$ cat src/rtl/md5_pkg.sv
// rtl/md5_pkg.sv - shared MD5 constants, padder state encoding and padding byte function
package md5_pkg;

    localparam int MD5_BLOCK_BYTES    = 64;
    localparam int MD5_MAX_SINGLE_LEN = 55;

    typedef enum logic [1:0] {
        PAD_COLLECT = 2'd0,
        PAD_EMIT    = 2'd1,
        PAD_DRAIN   = 2'd2
    } pad_state_e;

    // Byte idx of the padded single block for a message of len bytes; data is
    // the buffered byte at idx and is only used when idx falls inside the message.
    function automatic logic [7:0] pad_byte(
        input logic [5:0] idx,
        input logic [6:0] len,
        input logic [7:0] data
    );
        logic [63:0] bit_len;
        logic [63:0] shifted;
        logic [5:0]  len_byte;
        bit_len  = {54'b0, len, 3'b000};
        len_byte = idx - 6'd56;
        shifted  = bit_len >> {len_byte, 3'b000};
        if (7'(idx) < len) begin
            return data;
        end else if (7'(idx) == len) begin
            return 8'h80;
        end else if (idx < 6'd56) begin
            return 8'h00;
        end else begin
            return shifted[7:0];
        end
    endfunction

endpackage

$ cat src/rtl/md5_msg_padder.sv
// rtl/md5_msg_padder.sv - buffers a byte-stream message and emits one MD5-padded 512-bit block
module md5_msg_padder
    import md5_pkg::*;
#(
    parameter int MAX_LEN = MD5_MAX_SINGLE_LEN,
    parameter int LEN_W   = 7
) (
    input  logic        clk,
    input  logic        reset,
    input  logic        in_valid,
    output logic        in_ready,
    input  logic [7:0]  in_data,
    input  logic        in_last,
    input  logic        in_empty,
    output logic        out_valid,
    input  logic        out_ready,
    output logic [31:0] out_data,
    output logic [3:0]  out_idx,
    output logic        out_last,
    output logic        err,
    output logic        busy
);

    localparam logic [LEN_W-1:0] LEN_LIMIT = LEN_W'(MAX_LEN);
    localparam logic [LEN_W-1:0] LEN_SAT   = LEN_W'(MAX_LEN + 1);

    pad_state_e       state_q, state_d;
    logic [LEN_W-1:0] count_q, count_d;
    logic [3:0]       idx_q, idx_d;
    logic             buf_we;
    logic [31:0]      padded_word;

    // Never cleared: padding masks anything at or beyond the current length.
    logic [7:0] msg_buf [MD5_BLOCK_BYTES];

    always_ff @(posedge clk) begin
        if (reset) begin
            state_q <= PAD_COLLECT;
            count_q <= '0;
            idx_q   <= '0;
        end else begin
            state_q <= state_d;
            count_q <= count_d;
            idx_q   <= idx_d;
        end
    end

    always_ff @(posedge clk) begin
        if (buf_we) begin
            msg_buf[count_q[5:0]] <= in_data;
        end
    end

    always_comb begin
        state_d = state_q;
        count_d = count_q;
        idx_d   = idx_q;
        buf_we  = 1'b0;
        case (state_q)
            PAD_COLLECT: begin
                if (in_valid) begin
                    if (!(in_last && in_empty)) begin
                        if (count_q < LEN_LIMIT) begin
                            buf_we = 1'b1;
                        end
                        if (count_q != LEN_SAT) begin
                            count_d = count_q + LEN_W'(1);
                        end
                    end
                    if (in_last) begin
                        state_d = (count_d <= LEN_LIMIT) ? PAD_EMIT : PAD_DRAIN;
                    end
                end
            end
            PAD_EMIT: begin
                if (out_ready) begin
                    if (idx_q == 4'd15) begin
                        idx_d   = '0;
                        count_d = '0;
                        state_d = PAD_COLLECT;
                    end else begin
                        idx_d = idx_q + 4'd1;
                    end
                end
            end
            PAD_DRAIN: begin
                count_d = '0;
                state_d = PAD_COLLECT;
            end
            default: begin
                count_d = '0;
                idx_d   = '0;
                state_d = PAD_COLLECT;
            end
        endcase
    end

    // Little-endian packing: byte 4w lands in bits [7:0] of word w.
    always_comb begin
        padded_word = '0;
        for (int b = 0; b < 4; b++) begin
            padded_word[8*b +: 8] = pad_byte({idx_q, 2'(b)}, 7'(count_q),
                                             msg_buf[{idx_q, 2'(b)}]);
        end
    end

    assign in_ready  = (state_q == PAD_COLLECT);
    assign out_valid = (state_q == PAD_EMIT);
    assign out_data  = out_valid ? padded_word : 32'h0;
    assign out_idx   = idx_q;
    assign out_last  = out_valid && (idx_q == 4'd15);
    assign err       = (state_q == PAD_DRAIN);
    assign busy      = (state_q != PAD_COLLECT);

endmodule

$ cat config.mk
export PLATFORM = sky130hd
export DESIGN_NAME = md5_msg_padder
export DESIGN_NICKNAME = d
export VERILOG_FILES = /design/src/rtl/md5_pkg.sv /design/src/rtl/md5_msg_padder.sv
export SDC_FILE = /design/constraint.sdc
export NUM_CORES = 1
export LEC_CHECK = 0
export CAP_MARGIN = 5
export CORE_AREA = 5 5 202 204
export DETAILED_ROUTE_END_ITERATION = 12
export DIE_AREA = 0 0 207 209
export PLACE_DENSITY = 0.76
export REMOVE_ABC_BUFFERS = 1
export SLEW_MARGIN = 20
export SYNTH_ARGS = -nofsm -noshare
export SYNTH_HDL_FRONTEND = slang
export SYNTH_SLANG_ARGS = --single-unit
$ cat constraint.sdc
create_clock -name clk -period 2.9 [get_ports clk]
set_clock_uncertainty 0.2 [all_clocks]
set_input_delay 0.29 -clock clk [delete_from_list [all_inputs] [get_ports clk]]
set_output_delay 0.29 -clock clk [all_outputs]
set_load 0.02 [all_outputs]
==> results list, run 1 <==
- Residual overflow from global routing: 0
* Sw Share: 0.200
* Logic pwr share: 0.048
- Among all stages on the critical path, the largest delay is contributed by sky130_fd_sc_hd__mux4_2.
* Internal power: 12.4 mW
- Via count: 11100
* Synthesized flop and latch total: 529
* Number of antenna violations at the first check in global routing: 1
- Overall power: 15.5 mW
* FF-to-FF setup slack: 0.21 ns
- Number of nets in the layout: 1367
- Measured in cells, the most critical reg-to-reg path has a length of 7.
* FMAX: 313 MHz
- The share of total power dissipated in the clock network is 0.401.
- The critical path in this run is classified as register to output pin.
- Pre-CTS setup slack: -0.315 ns
* Cell type with the largest total area after synthesis: sky130_fd_sc_hd__edfxtp_1
* Number of flops mapped to enable cells by yosys: 512
- Effective utilization at floorplan: 0.536
- The sequential cells in the finished layout cover a total of 0.0157 mm^2.
- Post-route DRC: 0
* Average footprint of a synthesized cell: 20.7 um^2
* Startpoint Class: register
- Sum of buffers and inverters on the critical path: 4
- Summing all non-filler instances in the final layout gives an area of 0.0259 mm^2.
* I/O pin total: 55
* Critical path data arrival time: 2.71 ns
- Clock root cell: sky130_fd_sc_hd__clkbuf_16
* Share of total power in sequential cells: 0.551
* Setup repair after global routing missed its margin: yes
- Instance area after placement: 0.0237 mm^2
- From bottom edge to top edge, the die measures 209 um.
- The first global-routing pass estimated 72000 um of wire.
* Critical register-to-register path endpoint: msg_buf[53][4]
* Gr usage total: 0.221
- Most used DFF post-synth: sky130_fd_sc_hd__edfxtp_1
- Clock tree from TritonCTS: yes
- After layout, the minimum clock period comes to 3.20 ns.
- The worst register-to-register path begins at state_q[0].
* Crit path largest cell delay: 0.55 ns
- The tool flagged a number of max-cap violations equal to 0.
- Slew at the pin closest to its max-slew limit: 0.787 ns
- The core region is 0.0391 mm^2.
- During synthesis, Yosys emitted a total of 0 warnings.
- Vias in the first global route: 11500
- On the critical path the largest part of the delay comes from multiplexers.
* Final-report max-slew violation count: 0
* Routability congestion estimate from global placement: 0.901
* Max FO, Critical Path: 7
- CTS Buf Count: 51
* Fin Hold WS: 0.0444 ns
- In this run the tightest slew margin relative to its limit is 0.475.
* Area of the mapped netlist: 0.0210 mm^2
- Sorting the synthesized cells by area gives the leading types as sky130_fd_sc_hd__edfxtp_1 (73%), sky130_fd_sc_hd__mux4_2 (16%), sky130_fd_sc_hd__dfxtp_1 (1.6%).
* Clock transition at the register clock pins on the worst setup and hold paths after CTS: 0.07 ns
- Portion of the clock cycle consumed by the worst path in the final layout: 1.10
- Async set-or-reset flop fraction in the synthesized netlist: 0
- Fill cells in the final layout number 2590.
- Number of antenna-violating nets in the routed design: 0
* Reported leakage power: 8.62 nW
- Antenna fix cells: 0
* PortBufs: 54
* Switching Power: 3.09 mW
- Synthesized instance count: 1014
* Pwr dens: 597 mW/mm^2
* VDD IR-drop max: 0.523 mV
* Total count of hold-check failures in the final report: 0
- Setup violators final: 32
* Drt wl/cell: 25.1 um
* Pin count of the biggest net entering global routing: 65
- After layout, the worst setup slack is -0.295 ns.
* Run status: finished with violations
* Total clock sinks: 529
* Min-delay worst type: primary input to register
* Type of destination of the critical path: output pin
- Following the worst setup path forward leads to its endpoint at out_data[29].
* Detailed Route Iter0 Violations: 1295
- Clock Latency Late Sink: 0.59 ns
- Yosys mapped the design onto 51 distinct sky130hd cell types.
- Die width: 207 um
- Layout cells sized above 1: 0.377
- Relative to the synthesized area, the layout overhead comes to 23.7%.
- Violated checks: setup timing
* Critical-path cell list: buf_12 -> buf_12 -> buf_6 -> mux4_2 -> mux4_2 -> nor2b_4 -> buf_6
- Counting buffers and inverters, the worst setup path is 7 cells deep.
- Number of standard-cell rows in the floorplan: 73
- The floorplan step defined a die boundary enclosing 0.0433 mm^2.
- Combined area of the multi-input logic cells: 0.00557 mm^2
- The share of synthesized area in the top cell type comes to 0.734.
* HP Start: in_data[5]
- Wire length reported by the detailed router: 47600 um
- HPWL after detailed placement: 29800 um
- After detailed routing, the number of vias per cell comes to 5.85.
- Max Root-Sink Buffers: 3
- Deepest level of the CTS H-tree: 2
* Share of the yosys chip area belonging to registers: 0.750
- At the worst endpoint, the required time is 2.41 ns.
- The first detailed-routing pass ran for 6 iterations.
cells in the mapped netlist, types with 2 or more instances:
master	instances
sky130_fd_sc_hd__edfxtp_1	512
sky130_fd_sc_hd__mux4_2	151
sky130_fd_sc_hd__nor2_1	75
sky130_fd_sc_hd__clkbuf_1	26
sky130_fd_sc_hd__nand2_1	26
sky130_fd_sc_hd__nor2b_1	26
sky130_fd_sc_hd__nand3_1	21
sky130_fd_sc_hd__a21oi_1	17
sky130_fd_sc_hd__dfxtp_1	17
sky130_fd_sc_hd__buf_2	15
sky130_fd_sc_hd__a22oi_1	13
sky130_fd_sc_hd__ha_1	11
sky130_fd_sc_hd__o21ai_0	11
sky130_fd_sc_hd__and2_1	9
sky130_fd_sc_hd__inv_1	9
sky130_fd_sc_hd__nor3_1	9
sky130_fd_sc_hd__buf_4	6
sky130_fd_sc_hd__a22o_1	5
sky130_fd_sc_hd__a211oi_1	4
sky130_fd_sc_hd__nor4_1	4
sky130_fd_sc_hd__or3_1	4
sky130_fd_sc_hd__a21o_1	3
sky130_fd_sc_hd__nand4_1	3
sky130_fd_sc_hd__a311oi_1	2
sky130_fd_sc_hd__a31oi_1	2
sky130_fd_sc_hd__a41oi_1	2
sky130_fd_sc_hd__buf_1	2
sky130_fd_sc_hd__buf_6	2
sky130_fd_sc_hd__clkinv_1	2
sky130_fd_sc_hd__nand2b_1	2
sky130_fd_sc_hd__nand4b_1	2
sky130_fd_sc_hd__nor3b_1	2
sequential cells by signal (all words and copies together), names as in the netlist, named ones only:
register  count
count_q       7
msg_buf     512
state_q       2
out_idx       4
worst register-to-register path, stage by stage (launching register included):
cell and delay, ns:
sky130_fd_sc_hd__dfxtp_1 0.31, sky130_fd_sc_hd__buf_4 0.15, sky130_fd_sc_hd__or3b_1 0.48, sky130_fd_sc_hd__nor4_4 0.22, sky130_fd_sc_hd__buf_4 0.18, sky130_fd_sc_hd__nand3_1 0.28, sky130_fd_sc_hd__nor2_1 0.30, sky130_fd_sc_hd__buf_4 0.25
logic make-up (layout without fill, tap and decap cells):
logic type | count (synthesis) | in the layout | synth area share
simple gates | 188 | 188 | 0.0439
fa+ha+maj | 11 | 11 | 0.00657
compound gates | 69 | 69 | 0.0222
mux | 153 | 153 | 0.163
buf+inv | 63 | 350 | 0.0140
other cells | 1 | 72 | 0.000179
flops | 529 | 529 | 0.750
power groups by stage:
stage                     registers (mW)  clock network [mW]  logic, mW
after detailed placement            8.68                   0      0.648
after global placement              8.67                   0      0.634
after floorplan                     8.71                   0      0.302
after global routing                8.52                6.65      0.801
final                               8.52                6.21      0.747
after CTS                           8.52                6.33      0.731
how the worst min path moves through the flow:
| stage | to | slack (ns) | cells past startpoint |
|---|---|---|---|
| floorplan | count_q[1] | 0.16 | 1 |
| global placement | msg_buf[59][1] | 0.36 | 1 |
| detailed placement | msg_buf[59][1] | 0.37 | 1 |
| CTS | msg_buf[51][5] | 0.03 | 1 |
| global route | msg_buf[9][5] | 0.06 | 1 |
| finish | msg_buf[19][5] | 0.04 | 1 |
metrics by stage:
| step | utilization | instances | setup TNS [ns] |
|---|---|---|---|
| floorplan | - | 1033 | -133.67 |
| global placement | 0.606 | 1788 | -7.06 |
| detailed placement | 0.606 | 1788 | -10.02 |
| CTS | 0.659 | 1892 | -8.15 |
| global route | 0.663 | 1897 | -8.44 |
| finish | 0.663 | 1897 | -6.35 |
what timing repair did:
| item | CTS | global route |
|---|---|---|
| hold buffers | 4 | 0 |
| gates cloned | 3 | 0 |
| resized for setup | 232 | 50 |
| endpoints found under the hold margin | 60 | 0 |
| pin swaps | 22 | 14 |
| buffers inserted | 17 | 8 |
| setup endpoints to repair | 32 | 33 |
placed cells by master, fill, tap and decap left out, types with 16 or more instances in the layout:
master,n
sky130_fd_sc_hd__a21oi_1,16
sky130_fd_sc_hd__buf_12,19
sky130_fd_sc_hd__buf_2,16
sky130_fd_sc_hd__buf_4,163
sky130_fd_sc_hd__buf_6,31
sky130_fd_sc_hd__clkbuf_16,53
sky130_fd_sc_hd__conb_1,72
sky130_fd_sc_hd__edfxtp_1,512
sky130_fd_sc_hd__mux4_2,151
sky130_fd_sc_hd__nand2_1,26
sky130_fd_sc_hd__nand3_1,19
sky130_fd_sc_hd__nor2_1,72
per-layer routing:
metal / vias up / GRT usage / wire length (um)
li1: 4786 / - / -
met1: 5780 / 0.316 / 19400
met2: 437 / 0.357 / 23600
met3: 87 / 0.0368 / 3330
met4: 2 / 0.0661 / 1200
met5: - / 0 / 20
final cells by class:
cell class / instances / area share
inverter: 11 / 0.00159
multi-input combinational: 493 / 0.215
clock inverter: 23 / 0.00680
timing repair buffer: 256 / 0.0926
sequential: 529 / 0.607
clock buffer: 60 / 0.0522
tap: 525 / 0.0253
No activity file was read; power rests on OpenSTA's default activity.
==> inputs of run 2 (changes only) <==
Settings changed: CTS_BUF_LIST from default to sky130_fd_sc_hd__clkbuf_4, SKIP_CTS_REPAIR_TIMING from default to 1.
==> run 2 against run 1 <==
Effect of this change:
- the flow still finishes with violations (setup timing)
- non-clock buffer count up 4
- combinational power is 6.4% lower
- clock power shrank 2%
- largest cell class unchanged
- largest power group unchanged
==> results list, run 2 (synthesized netlist as in run 1, its figures left out) <==
- Drt pass-1 iters: 5
- After the flow finishes, the layout carries non-filler instances totaling 2046.
* Violated checks: setup timing
- Number of antenna violations at the first check in global routing: 1
- Most common library cell in the layout ignoring fill and taps: sky130_fd_sc_hd__edfxtp_1
- Max-cap violations in this run came to 0.
* Reported leakage power: 8.84 nW
* HPWL after detailed placement: 29800 um
- Setup violations remaining at the end of the flow were counted as 32.
- Critical register-to-register path endpoint: msg_buf[53][5]
- Worst-case reg-to-reg path depth: 7
* Number of nets in the layout: 1454
- Global-route wire length before repair: 70400 um
- The clock passes through at most 3 buffers.
- Die width: 207 um
- Share of total power in sequential cells: 0.555
- Of the total power, combinational logic draws 0.046.
* Post-route DRC: 0
- Across the VDD grid, the largest voltage drop is 0.390 mV.
- Row generation in the floorplan step produced 73 rows.
* Setup repair after global routing missed its margin: yes
* Minimum clock period: 3.39 ns
* Clock tree from TritonCTS: yes
- Final-report max-slew violation count: 0
* Placed Instances: 1788
- The first routing iteration left 1193 violations.
- Together, buffers and inverters on the worst path number 3.
- Leaving out fill and tap cells, the most frequent cells in the layout are sky130_fd_sc_hd__edfxtp_1 (512), sky130_fd_sc_hd__clkbuf_4 (187), sky130_fd_sc_hd__buf_4 (180), sky130_fd_sc_hd__mux4_2 (151).
* Classification of the worst setup path: register to output pin
- Portion of the clock cycle consumed by the worst path in the final layout: 1.17
* Deepest level of the CTS H-tree: 4
* Fin Hold WS: 0.0675 ns
* Max-Slew Margin vs Limit: 0.492
- Gr usage total: 0.215
- After detailed routing, the average wire length per cell comes to 22.6 um.
- Flip-flop count of the largest register after layout: 512
- Min-delay worst type: primary input to register
* Final cell area excluding filler cells: 0.0258 mm^2
* Clock transition at the register clock pins on the worst setup and hold paths after CTS: 0.06 ns
- Slew at the pin closest to its max-slew limit: 0.761 ns
- For hold timing, the worst endpoint is state_q[1].
- Pin count of the biggest net entering global routing: 65
* Clock network fraction of design power: 0.399
- The hold violation total from the final report is 0.
- PortBufs: 54
* Number of antenna-violating nets in the routed design: 0
* Effective utilization at floorplan: 0.536
- FF-to-FF setup slack: 0.22 ns
- After detailed placement, the total cell area comes to 0.0237 mm^2.
* Via count: 11500
* DIE AREA: 0.0433 mm^2
- For the worst setup path, the data arrival time is 2.90 ns.
- The root buffer cell chosen for the clock tree is sky130_fd_sc_hd__clkbuf_4.
* Startpoint Class: register
* Number of stages on the worst hold path: 4
- TritonCTS created 134 clock buffers.
- For this run, the slowest stage of the critical path takes 0.56 ns.
* Vias in the first global route: 11900
- FMAX: 295 MHz
- The tree built by TritonCTS fans out to 529 sinks.
- Data required time at the worst endpoint: 2.41 ns
* Switching Power: 3.20 mW
* Vertical extent of the die: 209 um
- The startpoint identified for the worst hold timing path is in_last.
* Start of the worst register-to-register path: state_q[0]
* Core Area: 0.0391 mm^2
- After detailed routing, the total wire length is 46300 um.
- Run status: finished with violations
* Internal power: 12.1 mW
- Traced cell by cell, the critical path runs through buf_12 -> buf_4 -> mux4_2 -> mux4_2 -> nor2b_2 -> buf_4.
- Routability congestion estimate from global placement: 0.901
- For this design, the slowest cell found on the critical path is sky130_fd_sc_hd__mux4_2.
* Pwr dens: 594 mW/mm^2
* Via/cell ratio: 5.62
- Sw Share: 0.209
* Layout cells sized above 1: 0.415
* I/O pin total: 55
* Area growth from synthesis to layout: 23.2%
- The cell family contributing the most delay on the critical path is multiplexers.
- Residual overflow from global routing: 0
- After layout, the worst setup slack is -0.486 ns.
* Type of destination of the critical path: output pin
* Clock Latency Late Sink: 0.81 ns
* Max FO, Critical Path: 13
[run 2: changes by cell type in the layout (fill, tap and decap cells not counted), moves of 8 or more]
cell,delta
sky130_fd_sc_hd__clkinv_1,+14
sky130_fd_sc_hd__clkbuf_4,+187
sky130_fd_sc_hd__clkbuf_2,+8
sky130_fd_sc_hd__nor2b_4,-9
sky130_fd_sc_hd__buf_4,+17
sky130_fd_sc_hd__buf_6,-18
sky130_fd_sc_hd__clkbuf_16,-52
sky130_fd_sc_hd__nor2b_1,+8
[run 2: worst max-delay path by stage]
stage | startpoint | end | slack, ns | cells after the start
after floorplan | register | out_data[7] | -4.27 | 5
after global placement | count_q[4] | out_data[31] | -0.34 | 8
after detailed placement | count_q[4] | out_data[29] | -0.31 | 9
after CTS | count_q[4] | out_data[29] | -1.25 | 9
after global routing | register | out_data[14] | -0.61 | 6
final | register | out_data[29] | -0.49 | 6
[run 2: worst register-to-register path: cells and delay by family, from the launching register on]
family                 cells  cell delay [ns]
buffers and inverters      3             0.57
DFF                        1             0.31
and+or+nand+nor            4             1.27
[run 2: stage by stage]
step | power, mW | TNS, ns | util | setup WS, ns
floorplan | 9.02 | -133.67 | - | -4.27
global placement | 9.30 | -7.06 | 0.606 | -0.337
finish | 15.3 | -13.30 | 0.661 | -0.486
CTS | 15.4 | -34.03 | 0.649 | -1.25
global route | 16.0 | -18.13 | 0.661 | -0.610
detailed placement | 9.33 | -10.02 | 0.606 | -0.315
[run 2: per-layer routing]
metal / vias up / global-route usage / part of all wire
met4: 0 / 0.0773 / 0.020
met5: - / 0 / 0
met3: 72 / 0.0515 / 0.068
met1: 5893 / 0.301 / 0.41
met2: 483 / 0.338 / 0.50
li1: 5054 / - / -
[run 2: final cells by class]
| type | instances | area, um^2 |
|---|---|---|
| Antenna cell | 2 | 5.00 |
| Clock buffer | 187 | 1400 |
| Fill cell | 2666 | 13300 |
| Inverter | 11 | 45.0 |
| Sequential cell | 529 | 15700 |
| Tap cell | 525 | 657 |
| Clock inverter | 39 | 259 |
| Timing Repair Buffer | 260 | 2310 |
| Multi-Input combinational cell | 493 | 5410 |
[run 2: power by group through the flow]
| stage | combinational [mW] | sequential [mW] | clock, mW |
|---|---|---|---|
| after global routing | 0.753 | 8.52 | 6.76 |
| after floorplan | 0.302 | 8.71 | 0 |
| final | 0.699 | 8.51 | 6.11 |
| after global placement | 0.634 | 8.67 | 0 |
| after detailed placement | 0.648 | 8.68 | 0 |
| after CTS | 0.650 | 8.51 | 6.29 |
